[config.mk]
export PLATFORM = sky130hd
export DESIGN_NAME = hazard_control_unit
export DESIGN_NICKNAME = d
export VERILOG_FILES = /design/src/rtl/hazard_control_unit.sv
export SDC_FILE = /design/constraint.sdc
export NUM_CORES = 1
export LEC_CHECK = 0
export BUFFER_PORTS_ARGS = -buffer_cell sky130_fd_sc_hd__buf_4
export CORE_AREA = 5 5 65 67
export CTS_CLUSTER_SIZE = 40
export DETAILED_ROUTE_END_ITERATION = 8
export DIE_AREA = 0 0 70 72
export SLEW_MARGIN = 10
export SYNTH_ARGS = -nofsm -noshare
export SYNTH_HDL_FRONTEND = slang
export SYNTH_SLANG_ARGS = --single-unit
[constraint.sdc]
create_clock -name clk -period 6.42 [get_ports clk]
set_input_delay 1.926 -clock clk [delete_from_list [all_inputs] [get_ports clk]]
set_output_delay 1.926 -clock clk [all_outputs]
set_load 0.02 [all_outputs]
[src/rtl/hazard_control_unit.sv]
// hazard_control_unit: ID-stage decoder and load-use hazard controller.
// Decodes the RV32 opcode held in IF/ID into the ID/EX control register,
// inserts bubbles on load-use hazards, flushes and illegal opcodes, and
// raises a combinational stall that holds IF/ID.
//
// Handshake: the ID/EX register advances only on a rising edge where
// ex_ready=1; with ex_ready=0 the register, state and counter all hold and
// flush is ignored. stall=1 tells the fetch side that the instruction
// currently in IF/ID was not consumed and must be presented again next cycle.
module hazard_control_unit #(
  parameter int ALU_CTRL_W      = 2,
  parameter int LOAD_USE_STALLS = 1,
  parameter int SUPPORT_UJ      = 1
) (
  input  logic                  clk,
  input  logic                  rst,
  input  logic                  instr_valid,
  input  logic [31:0]           instr,
  input  logic                  ex_ready,
  input  logic                  flush,
  output logic                  ex_valid,
  output logic                  mem_read_en,
  output logic                  mem_write_en,
  output logic                  reg_write_en,
  output logic                  branch_flag,
  output logic                  jump_flag,
  output logic [ALU_CTRL_W-1:0] alu_ctrl,
  output logic [1:0]            mux_a_sel,
  output logic [1:0]            mux_b_sel,
  output logic [1:0]            mux_data_sel,
  output logic [4:0]            rd_out,
  output logic                  stall,
  output logic                  illegal_op,
  output logic                  state_dbg,
  output logic [1:0]            cnt_dbg
);

  localparam logic [6:0] OP_R     = 7'b0110011;
  localparam logic [6:0] OP_I     = 7'b0010011;
  localparam logic [6:0] OP_LOAD  = 7'b0000011;
  localparam logic [6:0] OP_STORE = 7'b0100011;
  localparam logic [6:0] OP_BR    = 7'b1100011;
  localparam logic [6:0] OP_JAL   = 7'b1101111;
  localparam logic [6:0] OP_JALR  = 7'b1100111;
  localparam logic [6:0] OP_LUI   = 7'b0110111;
  localparam logic [6:0] OP_AUIPC = 7'b0010111;

  // Counter preload when entering STALL: the first bubble is inserted by
  // the RUN cycle that detects the hazard, the rest are counted down here.
  localparam logic [1:0] CNT_INIT = 2'(LOAD_USE_STALLS - 1);

  typedef enum logic {RUN = 1'b0, STALL = 1'b1} state_t;

  // Decoded control for the instruction currently in IF/ID.
  typedef struct packed {
    logic       legal;
    logic       use1;
    logic       use2;
    logic       rd_we;
    logic       mem_rd;
    logic       mem_wr;
    logic       br;
    logic       jmp;
    logic [1:0] alu;
    logic [1:0] a;
    logic [1:0] b;
    logic [1:0] data;
  } dec_t;

  // Contents of the ID/EX control register.
  typedef struct packed {
    logic       valid;
    logic       rd_we;
    logic       mem_rd;
    logic       mem_wr;
    logic       br;
    logic       jmp;
    logic [1:0] alu;
    logic [1:0] a;
    logic [1:0] b;
    logic [1:0] data;
    logic [4:0] rd;
    logic       illegal;
  } idex_t;

  state_t     state;
  logic [1:0] cnt;
  idex_t      idex;
  idex_t      nxt;
  dec_t       dec;
  logic       hazard;

  logic [6:0] opcode;
  logic [4:0] rd_f;
  logic [4:0] rs1_f;
  logic [4:0] rs2_f;
  logic       unused_bits;

  assign opcode      = instr[6:0];
  assign rd_f        = instr[11:7];
  assign rs1_f       = instr[19:15];
  assign rs2_f       = instr[24:20];
  // funct fields are consumed by the EX stage, not here.
  assign unused_bits = ^{instr[31:25], instr[14:12]};

  // Opcode decode into control fields and source-register usage.
  always_comb begin
    dec = '0;
    case (opcode)
      OP_R: begin
        dec.legal = 1'b1; dec.use1 = 1'b1; dec.use2 = 1'b1;
        dec.rd_we = 1'b1; dec.alu  = 2'b10;
      end
      OP_I: begin
        dec.legal = 1'b1; dec.use1 = 1'b1;
        dec.rd_we = 1'b1; dec.alu  = 2'b11; dec.b = 2'b01;
      end
      OP_LOAD: begin
        dec.legal  = 1'b1; dec.use1 = 1'b1;
        dec.rd_we  = 1'b1; dec.mem_rd = 1'b1;
        dec.b      = 2'b01; dec.data = 2'b01;
      end
      OP_STORE: begin
        dec.legal  = 1'b1; dec.use1 = 1'b1; dec.use2 = 1'b1;
        dec.mem_wr = 1'b1; dec.b    = 2'b01;
      end
      OP_BR: begin
        dec.legal = 1'b1; dec.use1 = 1'b1; dec.use2 = 1'b1;
        dec.br    = 1'b1; dec.alu  = 2'b01;
      end
      OP_JAL: begin
        if (SUPPORT_UJ != 0) begin
          dec.legal = 1'b1; dec.rd_we = 1'b1; dec.jmp = 1'b1;
          dec.a     = 2'b01; dec.b    = 2'b10; dec.data = 2'b10;
        end
      end
      OP_JALR: begin
        if (SUPPORT_UJ != 0) begin
          dec.legal = 1'b1; dec.use1 = 1'b1;
          dec.rd_we = 1'b1; dec.jmp  = 1'b1;
          dec.b     = 2'b01; dec.data = 2'b10;
        end
      end
      OP_LUI: begin
        if (SUPPORT_UJ != 0) begin
          dec.legal = 1'b1; dec.rd_we = 1'b1;
          dec.a     = 2'b10; dec.b    = 2'b01;
        end
      end
      OP_AUIPC: begin
        if (SUPPORT_UJ != 0) begin
          dec.legal = 1'b1; dec.rd_we = 1'b1;
          dec.a     = 2'b01; dec.b    = 2'b01;
        end
      end
      default: dec = '0;
    endcase
  end

  // Load-use hazard: a load in ID/EX writes a register this instruction reads.
  always_comb begin
    hazard = (state == RUN) && instr_valid && idex.valid && idex.mem_rd &&
             (idex.rd != 5'd0) &&
             ((dec.use1 && (rs1_f == idex.rd)) ||
              (dec.use2 && (rs2_f == idex.rd)));
  end

  // IF/ID hold request; forced low while reset is asserted.
  always_comb begin
    stall = rst && (hazard || (state == STALL) || !ex_ready);
  end

  // Value the ID/EX register takes on an accepted edge: a real decode only
  // in RUN with no flush and no hazard, otherwise a bubble. An unsupported
  // valid opcode becomes a bubble carrying the illegal flag.
  always_comb begin
    nxt = '0;
    if ((state == RUN) && !flush && !hazard) begin
      if (instr_valid && dec.legal) begin
        nxt.valid  = 1'b1;
        nxt.rd_we  = dec.rd_we;
        nxt.mem_rd = dec.mem_rd;
        nxt.mem_wr = dec.mem_wr;
        nxt.br     = dec.br;
        nxt.jmp    = dec.jmp;
        nxt.alu    = dec.alu;
        nxt.a      = dec.a;
        nxt.b      = dec.b;
        nxt.data   = dec.data;
        nxt.rd     = dec.rd_we ? rd_f : 5'd0;
      end else begin
        nxt.illegal = instr_valid;
      end
    end
  end

  // RUN/STALL controller and ID/EX register, advancing only when EX accepts.
  always_ff @(posedge clk or negedge rst) begin
    if (!rst) begin
      state <= RUN;
      cnt   <= 2'd0;
      idex  <= '0;
    end else if (ex_ready) begin
      idex <= nxt;
      if (state == RUN) begin
        if (!flush && hazard && (LOAD_USE_STALLS > 1)) begin
          state <= STALL;
          cnt   <= CNT_INIT;
        end
      end else begin
        if (flush) begin
          state <= RUN;
          cnt   <= 2'd0;
        end else begin
          cnt <= cnt - 2'd1;
          if (cnt == 2'd1) begin
            state <= RUN;
          end
        end
      end
    end
  end

  // Output mapping from the ID/EX register; upper alu_ctrl bits stay zero.
  always_comb begin
    ex_valid      = idex.valid;
    mem_read_en   = idex.mem_rd;
    mem_write_en  = idex.mem_wr;
    reg_write_en  = idex.rd_we;
    branch_flag   = idex.br;
    jump_flag     = idex.jmp;
    alu_ctrl      = '0;
    alu_ctrl[1:0] = idex.alu;
    mux_a_sel     = idex.a;
    mux_b_sel     = idex.b;
    mux_data_sel  = idex.data;
    rd_out        = idex.rd;
    illegal_op    = idex.illegal;
    state_dbg     = (state == STALL);
    cnt_dbg       = cnt;
  end

endmodule

==> results.yml, run 1 <==
timing:
  worst_slew_pin_slew_ps: 462
  setup_viol: 0
  fin_worst_skew_ps: 4.44
  relSlewSlack_pct: 69.2
  max_freq_mhz: 183
  fin_crit_ps: 5450
  period_share_pct: 84.9
  hold_viol_final: 0
  rsz0062_at_grt: "false"
  timing.setup.tns_ps: 0
  drv_slew: 0
drt:
  antenna_left: 0
  drt-wirelength-per-cell_um: 15.4
  routed_wl_um: 3510
  viasPerCell: 5.15
  num_vias: 1174
  drcViolationCount: 0
  first_pass_iters: 4
  first_iter_violations: 52
synth:
  synth-compound-area-share_pct: 22.6
  ys_ff_latch: 22
  synthMuxAreaShare_pct: 0
  synth-simple-area-share_pct: 20.2
  synthCells: 129
  yosysTopAreaCell: "dfrtp_1"
  postSynthAreaPerCell_sq_um: 9.90
  async_reset_ff_share_pct: 100
  ys_types: 38
  netlist_area_sq_mm: 0.00128
  synth_fa_ha_area_share_pct: 0.979
  syn_nets: 167
  synth_xor_area_share_pct: 6.86
  synth_top_family_by_area: "compound AO/OA/AOI/OAI gates"
  synth_edf_count: 0
  yosysSeqAreaShare_pct: 43.1
  yosysTopAreaCellShare_pct: 43.1
  yosysWarnings: 0
  ys.flop_type: "dfrtp_1"
  synth_area_leaders: "dfrtp_1 43%, o2bb2ai_2 8.2%, xor2_1 4.8%, nand2_1 3.8%, nand4_1 2.9%"
power:
  p_int_w: 0.000222
  peakVddDrop_mv: 0.116
  pwr_density_cell_mw_per_mm2: 166
  comb_power_share_pct: 13.9
  power.share.sequential_pct: 48.5
  switching_power_w: 0.0000683
  p_leak_nw: 0.835
  power_frac_clock_pct: 37.6
  switching_share_pct: 23.5
clock_network:
  clock_path_buffers: 2
  holdBufCountCts: 0
  cts-root-buf: "clkbuf_4"
  cts_tree: "done"
  cts_buffers: 3
  cts_setup_buffers: 0
  htreeDepth: 1
  cts_resized: 0
  clock_latency_ps: 310
  clk_pin_slew_ps: 130
  cts_sinks: 22
placement:
  post-dp-hpwl_um: 2690
  placedCellCount: 224
  numPortBuffers: 50
  place_congestion: 0.873
critical_path:
  end_kind: "output pin"
  crit_type: "input pin to output pin"
  worstSetupStartpointType: "input pin"
  crit_required_ps: 4490
  crit_slowest_cell: "or4_4"
  cp.arrival_ps: 3530
  critPathTopFamily: "simple AND/OR/NAND/NOR gates"
  path_cells: "buf_4, and3b_1, nor2_2, or4_4, a21oi_4, o31a_1, buf_4"
  startpoint: "instr[4]"
  path_max_fanout: 12
  timing.rr.start: "rd_out[3]"
  critPathBufInv: 2
  cpMostUsedCell: "buf_4"
  critPathMaxStageDelay_ps: 550
global_routing:
  gr-usage-all-layers_pct: 14.2
  antenna_found_initial: 0
  gr-total-overflow: 0
  grt_pass1_vias: 1148
  grt_pass1_wl_um: 5850
  grt_max_degree: 24
layout:
  final_cell_mix: "53 x buf_4, 22 x dfrtp_1, 13 x nand2_1"
  insertedDiodeCount: 0
  area_growth_pct: 36.5
  fillers: 348
  drive_gt1_share_pct: 38.9
  fin_cells: 228
  nets: 219
  final_common_cell: "buf_4"
floorplanning:
  dieArea_sq_mm: 0.00504
  ioPinCount: 61
  fp.coreArea_sq_mm: 0.00358
  initial_utilization_pct: 35.7
  chipHeight_um: 72
  num_rows: 22
  dieWidth_um: 70
job:
  drv_cap: 0
min_path:
  min_from: "mem_write_en"
  hold_path.class: "register to register"
outcome:
  status: "finished, final reports clean"
-- power by group through the flow --
stage                     Sequential (W)  Combinational [W]  Clock, W
final                           0.000141          0.0000403  0.000109
after CTS                       0.000141          0.0000408  0.000110
after detailed placement        0.000143          0.0000407         0
after global placement          0.000143          0.0000401         0
after global routing            0.000141          0.0000453  0.000118
after floorplan                 0.000145          0.0000152         0
-- final timing paths --
check	endpoint	slack [ps]	depth (start not counted)
max	stall	970	7
min	mem_write_en	510	2
max reg2reg	mux_b_sel[0]	4500	6
min reg2reg	mem_write_en	510	2
max in group asynchronous	rd_out[0]	4720	1
min in group asynchronous	mux_data_sel[1]	1470	1
-- flip-flops by register name (all words and copies together) (netlist names) --
register,flops
ex_valid,1
rd_out,5
alu_ctrl,2
reg_write_en,1
mux_a_sel,2
mem_read_en,1
branch_flag,1
mem_write_en,1
mux_data_sel,1
cnt_dbg,2
illegal_op,1
jump_flag,1
state_dbg,1
mux_b_sel,2
-- cell families (layout without fill, tap and decap cells) --
kind of cell | after synthesis | in the layout
AND/OR/NAND/NOR | 48 | 48
AO/OA/AOI/OAI | 34 | 34
buffers and inverters | 14 | 65
XOR/XNOR | 10 | 10
flip-flops | 22 | 22
adder cells (fa/ha/maj) | 1 | 1
-- metal layers --
metal / routed length, um / part of all wire (%) / up-vias / track usage, %
li1: - / - / 576 / -
met1: 1680 / 48 / 539 / 21.4
met2: 1530 / 44 / 57 / 20.6
met3: 286 / 8.1 / 2 / 3.32
met4: 13 / 0.37 / 0 / 2.77
met5: 0 / 0 / - / 0
-- stage by stage --
step	total power (W)	hold WS [ps]	setup slack [ps]	utilization [%]	cell area, sq um
2_1_floorplan	0.000160	592	1160	-	1280
3_3_place_gp	0.000183	474	954	47.3	1690
3_5_place_dp	0.000184	477	966	47.3	1690
4_1_cts	0.000291	513	964	48.7	1740
5_1_grt	0.000304	531	886	48.7	1740
6_report	0.000290	506	968	48.7	1740
-- cells in the mapped netlist, types with 2 or more instances --
cell and instances:
nand2_1 13, xnor2_1 3, inv_1 7, nor3_1 4, o2bb2ai_2 7, a21oi_1 5, o2bb2ai_1 4, clkbuf_1 3
nand3_1 6, and3b_1 2, dfrtp_1 22, nand4_1 6, nor2_1 7, o21ai_1 5, xor2_1 7, o21ai_0 6
-- tightest hold or removal path, cell delays in order, from the launching register on --
cell     delay, ps
dfrtp_1        370
nand2_1         70
o21ai_2         50
-- area by class of cell --
cell class / count / area [sq um] / share of cell area (%)
Clock inverter: 1 / 30.0 / 1.72
Clock buffer: 3 / 22.5 / 1.29
Tap cell: 48 / 60.1 / 3.44
Timing Repair Buffer: 53 / 398 / 22.8
Sequential cell: 22 / 551 / 31.6
Multi-Input combinational cell: 93 / 653 / 37.4
Inverter: 8 / 30.0 / 1.72
(Power assumes the default switching activity.)
==> run 2, diff against run 1 <==
--- a/config.mk
+++ b/config.mk
@@ -10,6 +10,7 @@
 export CTS_CLUSTER_SIZE = 40
 export DETAILED_ROUTE_END_ITERATION = 8
 export DIE_AREA = 0 0 70 72
+export PLACE_DENSITY = 0.67
 export SLEW_MARGIN = 10
 export SYNTH_ARGS = -nofsm -noshare
 export SYNTH_HDL_FRONTEND = slang
==> constraint.sdc (replaced) <==
create_clock -name clk -period 5 [get_ports clk]
set_input_delay 1.5 -clock clk [delete_from_list [all_inputs] [get_ports clk]]
set_output_delay 1.5 -clock clk [all_outputs]
set_load 0.02 [all_outputs]
==> results.yml, run 2 (same netlist as run 1, synthesis figures left out) <==
outcome:
  status: "finished, final reports clean"
critical_path:
  cp.arrival_ps: 3140
  path_max_fanout: 12
  end_kind: "output pin"
  path_cells: "buf_4, and3b_1, nor2_2, or4_4, a21oi_4, o31a_1, buf_4"
  critPathMaxStageDelay_ps: 550
  worstSetupStartpointType: "input pin"
  crit_required_ps: 3500
  crit_slowest_cell: "or4_4"
  cpMostUsedCell: "buf_4"
  crit_type: "input pin to output pin"
floorplanning:
  ioPinCount: 61
  chipHeight_um: 72
  dieWidth_um: 70
  initial_utilization_pct: 35.7
  num_rows: 22
  dieArea_sq_mm: 0.00504
  fp.coreArea_sq_mm: 0.00358
drt:
  first_iter_violations: 65
  num_vias: 1192
  first_pass_iters: 4
  routed_wl_um: 3480
  antenna_left: 0
  viasPerCell: 5.23
  drcViolationCount: 0
  drt-wirelength-per-cell_um: 15.3
power:
  p_leak_nw: 0.834
  pwr_density_cell_mw_per_mm2: 213
  peakVddDrop_mv: 0.126
global_routing:
  gr-usage-all-layers_pct: 14.4
  grt_pass1_wl_um: 5920
  antenna_found_initial: 0
  grt_pass1_vias: 1206
  gr-total-overflow: 0
  grt_max_degree: 24
clock_network:
  holdBufCountCts: 0
  cts_tree: "done"
  cts_buffers: 3
  clock_path_buffers: 2
  clk_pin_slew_ps: 120
  cts_setup_buffers: 0
  htreeDepth: 1
  cts_resized: 0
  cts-root-buf: "clkbuf_4"
  clock_latency_ps: 310
  cts_sinks: 22
timing:
  drv_slew: 0
  max_freq_mhz: 216
  setup_viol: 0
  fin_worst_skew_ps: 9.89
  period_share_pct: 92.7
  hold_viol_final: 0
  fin_crit_ps: 4640
  worst_slew_pin_slew_ps: 478
  fin_ws_ps: 365
  relSlewSlack_pct: 68.1
  timing.setup.tns_ps: 0
  rsz0062_at_grt: "false"
layout:
  final_cell_mix: "53 x buf_4, 22 x dfrtp_1, 13 x nand2_1"
  insertedDiodeCount: 0
  largest_reg_flops: 5
  final_common_cell: "buf_4"
  drive_gt1_share_pct: 38.3
  multi_input_area_sq_um: 647
  area_growth_pct: 36.0
  nets: 219
  fillers: 347
  final-seq-area_sq_um: 551
placement:
  post-dp-hpwl_um: 2670
  numPortBuffers: 50
  pre_cts_ws_ps: 385
  place_congestion: 0.830
job:
  drv_cap: 0
min_path:
  hold_path.class: "register to register"
==> run 2: cell count changes in the layout (fill, tap and decap cells not counted) <==
cell | before | now
nor4bb_1 | 0 | 1
nor4bb_2 | 1 | 0
==> run 2: worst max-delay path, delay by kind of cell <==
family	cells	cell delay [ps]
AOI/OAI and AO/OA	2	330
and+or+nand+nor	3	1010
buffers and inverters	2	290
==> run 2: stage by stage <==
step	hold WS, ps	std cells	instance area (sq um)	util, %	power, W
2_1_floorplan	592	129	1280	-	0.000205
3_3_place_gp	475	224	1690	47.1	0.000235
3_5_place_dp	478	224	1690	47.1	0.000236
6_report	510	228	1740	48.6	0.000371
4_1_cts	512	228	1740	48.6	0.000374
5_1_grt	527	228	1740	48.6	0.000389
==> run 2: power by group <==
group | switching, W | total, W | internal [W]
sequential | 0.00000134 | 0.000181 | 0.000179
clock | 0.0000570 | 0.000138 | 0.0000810
combinational | 0.0000277 | 0.0000519 | 0.0000242
total | 0.0000861 | 0.000371 | 0.000285
==> run 2: area by class of cell <==
type	instances	share of cell area, %
Multi-Input combinational cell	93	37.2
Sequential cell	22	31.7
Clock buffer	3	1.30
Inverter	8	1.73
Clock inverter	1	1.73
Tap cell	48	3.46
Timing Repair Buffer	53	22.9
==> run 2: layer usage <==
metal  up-vias  wire length, um  global-route usage (%)
li1        571                -                       -
met1       559             1560                    19.9
met2        60             1650                    23.0
met3         2              246                    2.77
met4         0               23                    4.68
met5         -                0                       0
==> run 2: path summary, 6_finish.rpt <==
path | cells past startpoint | slack, ps | from | endpoint
setup / recovery | 7 | 360 | instr[4] | stall
hold / removal | 1 | 510 | mux_b_sel[1] | mux_b_sel[1]
setup reg to reg | 6 | 3110 | rd_out[3] | mux_b_sel[0]
hold reg to reg | 1 | 510 | mux_b_sel[1] | mux_b_sel[1]
max in group asynchronous | 1 | 3710 | rst | mux_b_sel[0]
min in group asynchronous | 1 | 1050 | rst | ex_valid
